==> src/rtl/magnitude_compare_seq.sv <==
// Multi-cycle MSB-first magnitude comparator with start/busy/done handshake.
// Optional build macro COMPARE_EARLY_EXIT_EN ends the scan once a slice differs.
module magnitude_compare_seq #(
  parameter int WIDTH = 16,
  parameter int DIGIT = 4
) (
  input  logic             clk,
  input  logic             rst_n,
  input  logic             start,
  input  logic             signed_cmp,
  input  logic [WIDTH-1:0] a,
  input  logic [WIDTH-1:0] b,
  output logic             busy,
  output logic             done,
  output logic             gt,
  output logic             lt,
  output logic             eq
);

  localparam int N  = WIDTH / DIGIT;
  localparam int CW = $clog2(N + 1);

  typedef enum logic [1:0] {IDLE, RUN, DONE} state_t;

  state_t           state;
  logic [WIDTH-1:0] a_sh, b_sh;
  logic [CW-1:0]    cnt;
  logic             decided, gt_r, lt_r;
  logic [DIGIT-1:0] a_dig, b_dig;
  logic [WIDTH-1:0] sign_flip;
  logic             finish;

  assign a_dig = a_sh[WIDTH-1 -: DIGIT];
  assign b_dig = b_sh[WIDTH-1 -: DIGIT];

  // Flipping the sign bit maps two's-complement order onto unsigned order.
  assign sign_flip = {signed_cmp, {(WIDTH-1){1'b0}}};

  // The last slice is evaluated on one edge and reported on the next, so
  // RUN spends one extra cycle after the scan before entering DONE.
`ifdef COMPARE_EARLY_EXIT_EN
  assign finish = (cnt == CW'(N)) || decided;
`else
  assign finish = (cnt == CW'(N));
`endif

  // NOTE: every register here is updated with <= so all state advances
  // together on the edge; blocking writes would make later reads see new values.
  always_ff @(posedge clk or negedge rst_n) begin
    if (!rst_n) begin
      state   <= IDLE;
      a_sh    <= '0;
      b_sh    <= '0;
      cnt     <= '0;
      decided <= 1'b0;
      gt_r    <= 1'b0;
      lt_r    <= 1'b0;
      busy    <= 1'b0;
      done    <= 1'b0;
      gt      <= 1'b0;
      lt      <= 1'b0;
      eq      <= 1'b0;
    end else begin
      // NOTE: done defaults low each cycle so it can only ever be a single pulse.
      done <= 1'b0;
      case (state)
        IDLE, DONE: begin
          if (start) begin
            a_sh    <= a ^ sign_flip;
            b_sh    <= b ^ sign_flip;
            cnt     <= '0;
            decided <= 1'b0;
            gt_r    <= 1'b0;
            lt_r    <= 1'b0;
            busy    <= 1'b1;
            state   <= RUN;
          end else begin
            state <= IDLE;
          end
        end
        RUN: begin
          if (finish) begin
            state <= DONE;
            busy  <= 1'b0;
            done  <= 1'b1;
            gt    <= gt_r;
            lt    <= lt_r;
            eq    <= ~decided;
          end else begin
            if (!decided && (a_dig != b_dig)) begin
              decided <= 1'b1;
              gt_r    <= (a_dig > b_dig);
              lt_r    <= (a_dig < b_dig);
            end
            a_sh <= a_sh << DIGIT;
            b_sh <= b_sh << DIGIT;
            cnt  <= cnt + CW'(1);
          end
        end
        default: state <= IDLE;
      endcase
    end
  end

endmodule

==> config.mk <==
export PLATFORM = sky130hd
export DESIGN_NAME = magnitude_compare_seq
export DESIGN_NICKNAME = d
export VERILOG_FILES = /design/src/rtl/magnitude_compare_seq.sv
export SDC_FILE = /design/constraint.sdc
export NUM_CORES = 1
export LEC_CHECK = 0
export ABC_CLOCK_PERIOD_IN_PS = 3300
export CAP_MARGIN = 15
export CORE_UTILIZATION = 45
export CTS_BUF_LIST = sky130_fd_sc_hd__clkbuf_4 sky130_fd_sc_hd__clkbuf_8
export DETAILED_ROUTE_END_ITERATION = 10
export PLACE_DENSITY = 0.68
export RECOVER_POWER = 50
export SLEW_MARGIN = 10
export SYNTH_ARGS = -nofsm -noshare
export SYNTH_HDL_FRONTEND = slang
export SYNTH_SLANG_ARGS = --single-unit
==> constraint.sdc <==
create_clock -name clk -period 3.3 [get_ports clk]
set_input_delay 0.825 -clock clk [delete_from_list [all_inputs] [get_ports clk]]
set_output_delay 0.825 -clock clk [all_outputs]
set_load 0.05 [all_outputs]
==> out/results.ini <==
[run_status]
status = completed

[timing]
setup_viol = 0
worstMarginPinSlew_ps = 1004
period_minus_slack_ps = 2361
fin_skew_ps = 3.763
setup_tns_ps = 0
maxSlewViolCount = 0
timing.fmax_mhz = 423.6
slew_headroom_pct = 33.05
finalCritPeriodShare_pct = 71.54
hold_viol = 0
hold-worst-slack_ps = 487.9
setup_ws_ps = 939.3
rsz0062_at_grt = false

[logic_synthesis]
synth_top_area_share_pct = 51.49
ys_top_cells_by_area = dfrtp_1, mux2_2, mux2_4
synth_largest_area_cell = dfrtp_1
synth_warnings = 0
syn_inst = 156
syn_nets = 198
ys_types = 27
avgSynthCellArea_um2 = 14.02
syn_area_um2 = 2187
synth_seq_cells = 45
ys_seq_area_share_pct = 51.49

[clock_network]
cts_tree = built
clk_latency_ps = 290
cts_sinks = 45
cts_resized = 0
numCtsBuffers = 5
clockBufferDepth = 2
holdBufCountCts = 0
cts_root_buffer = clkbuf_8
htree_num_levels = 2
postCtsSetupRepairBufs = 0
clk_pin_slew_ps = 80

[floorplan]
dieArea_um2 = 5143
die_w_um = 71.72
die_h_um = 71.72
std_cell_rows = 24
placeableCoreArea_um2 = 4504
io_pins = 41
start_util_pct = 48.56

[power]
power_density_nw_per_um2 = 973.6
power_w = 0.002646
ir_worst_vdd_uv = 629.2
p_leak_nw = 1.305

[finish]
fillers = 365
drive_gt1_share_pct = 29.00
antenna_cells = 0
area_growth_pct = 24.26
fin_nets = 241

[global_route]
antenna_found_initial = 0
grt_pass1_vias = 1464
grt_max_degree = 46
grt.overflow.total = 0
grt_pass1_wl_mm = 7.024
track_usage_pct = 17.80

[critical_path]
critical_path.top_delay_family = buffers and inverters
r2r_start = state[0]$_DFFE_PN0P_
slowest_stage = dlygate4sd3_1
arrival_ps = 2540
cp-end-kind = register
critical_path.startpoint = start
cp-start-kind = input port
cpPeakStageDelay_ps = 550
crit_chain = dlygate4sd3_1, nor2b_1, a21oi_4, inv_4, mux2_2
crit_fanout = 26
required_ps = 3480
crit_buf_inv = 2
path_class = input port to register

[routing]
avgRoutedWirePerCell_um = 15.99
antenna_left = 0
drtIter0Drc = 94
viasPerCell = 5.246
finalWirelength_mm = 4.029
vias = 1322
drcViolationCount = 0
first_pass_iters = 4

[placement]
place.port_buffers = 40
gp_congestion = 0.7057
dpl.hpwl_mm = 2.832
place_ws_ps = 692.7

[worst_hold_path]
min_path_type = register to register
hold_start = eq$_DFFE_PN0P_

[run]
maxCapViolCount = 0

## tightest hold or removal path, cell delays in order, from the launching register on
cell	delay (ps)
dfrtp_1	350
nand2_1	40
o21ai_0	60
## cells by family (layout without fill, tap and decap cells)
family                   count (synthesis)  in the layout  share of synthesized area, %
AO/OA/AOI/OAI                           16             16                         6.007
AND/OR/NAND/NOR                         20             20                         5.720
flip-flops                              45             45                         51.49
XOR/XNOR                                 2              2                        0.8011
multiplexers                            52             52                         28.66
adder cells (fa/ha/maj)                  6              6                         3.432
buffers and inverters                   15             59                         3.890
## final timing paths
check | cells after the start | end | slack [ps]
min in group asynchronous | 1 | b_sh[6]$_DFFE_PN0P_ | 700
max reg2reg | 4 | b_sh[10]$_DFFE_PN0P_ | 1170
min reg2reg | 2 | eq$_DFFE_PN0P_ | 490
max in group asynchronous | 1 | cnt[1]$_DFFE_PN0P_ | 1980
min | 2 | eq$_DFFE_PN0P_ | 490
max | 5 | b_sh[10]$_DFFE_PN0P_ | 940
## sequential cells by signal, summed over array words and instances (netlist names)
name,count
state,2
eq,1
busy,1
b_sh,16
gt,1
a_sh,16
decided,1
cnt,3
lt,1
lt_r,1
gt_r,1
done,1
## synth_stat cells
cell,instances
a211oi_1,1
a21o_1,2
a21oi_1,1
a21oi_4,1
a22o_1,8
and2_1,2
and4_1,1
and4b_1,2
buf_2,3
buf_6,3
dfrtp_1,45
ha_1,6
inv_1,8
inv_4,1
mux2_2,29
mux2_4,14
mux2i_1,9
nand2_1,6
nand2b_1,2
nand3_1,2
nand4b_1,1
nor2b_1,2
nor3_1,1
nor4_2,1
o211ai_1,1
o21ai_0,2
xor2_1,2
## metal layers
| metal | vias up | global-route usage [%] | wire length (um) |
|---|---|---|---|
| met4 | 0 | 5.447 | 53 |
| met5 | - | 0 | 0 |
| met1 | 641 | 23.74 | 1927 |
| met2 | 37 | 28.20 | 1852 |
| met3 | 6 | 5.204 | 196 |
| li1 | 638 | - | - |
## stage by stage
| stage | utilization, % | cells | area (um^2) |
|---|---|---|---|
| detailed placement | 58.08 | 244 | 2616 |
| global route | 60.33 | 252 | 2718 |
| global placement | 58.08 | 244 | 2616 |
| finish | 60.33 | 252 | 2718 |
| floorplan | - | 156 | 2187 |
| CTS | 60.33 | 252 | 2718 |
## placed cells by master (no fill, tap or decap), types with 2 or more instances in the layout
master and n:
a21o_1 2, inv_1 8, o21ai_0 2, a22o_1 8
nand3_1 2, clkbuf_8 7, buf_4 2, mux2_2 29
mux2_4 14, dfrtp_1 45, nand2_1 6, nand2b_1 2
clkdlybuf4s50_1 38, mux2i_1 9, and2_1 2, ha_1 6
xor2_1 2, and4b_1 2
## layout make-up
class / instances / area (um^2) / area share (%)
multi-input cells: 96 / 978.4 / 36.00
inverters: 9 / 36.28 / 1.335
well taps: 52 / 65.06 / 2.394
clock buffers: 7 / 96.34 / 3.545
flip-flops and latches: 45 / 1126 / 41.44
clock inverters: 1 / 5.005 / 0.1842
repair buffers: 42 / 410.4 / 15.10
## power breakdown
group / switching [W] / internal (W) / total (W)
combinational: 0.000598 / 0.000741 / 0.00134
sequential: 0.000132 / 0.000805 / 0.000937
clock: 0.000180 / 0.000189 / 0.000369
total: 0.000910 / 0.00174 / 0.00265
Note: power is estimated with default switching activity, not from simulation.
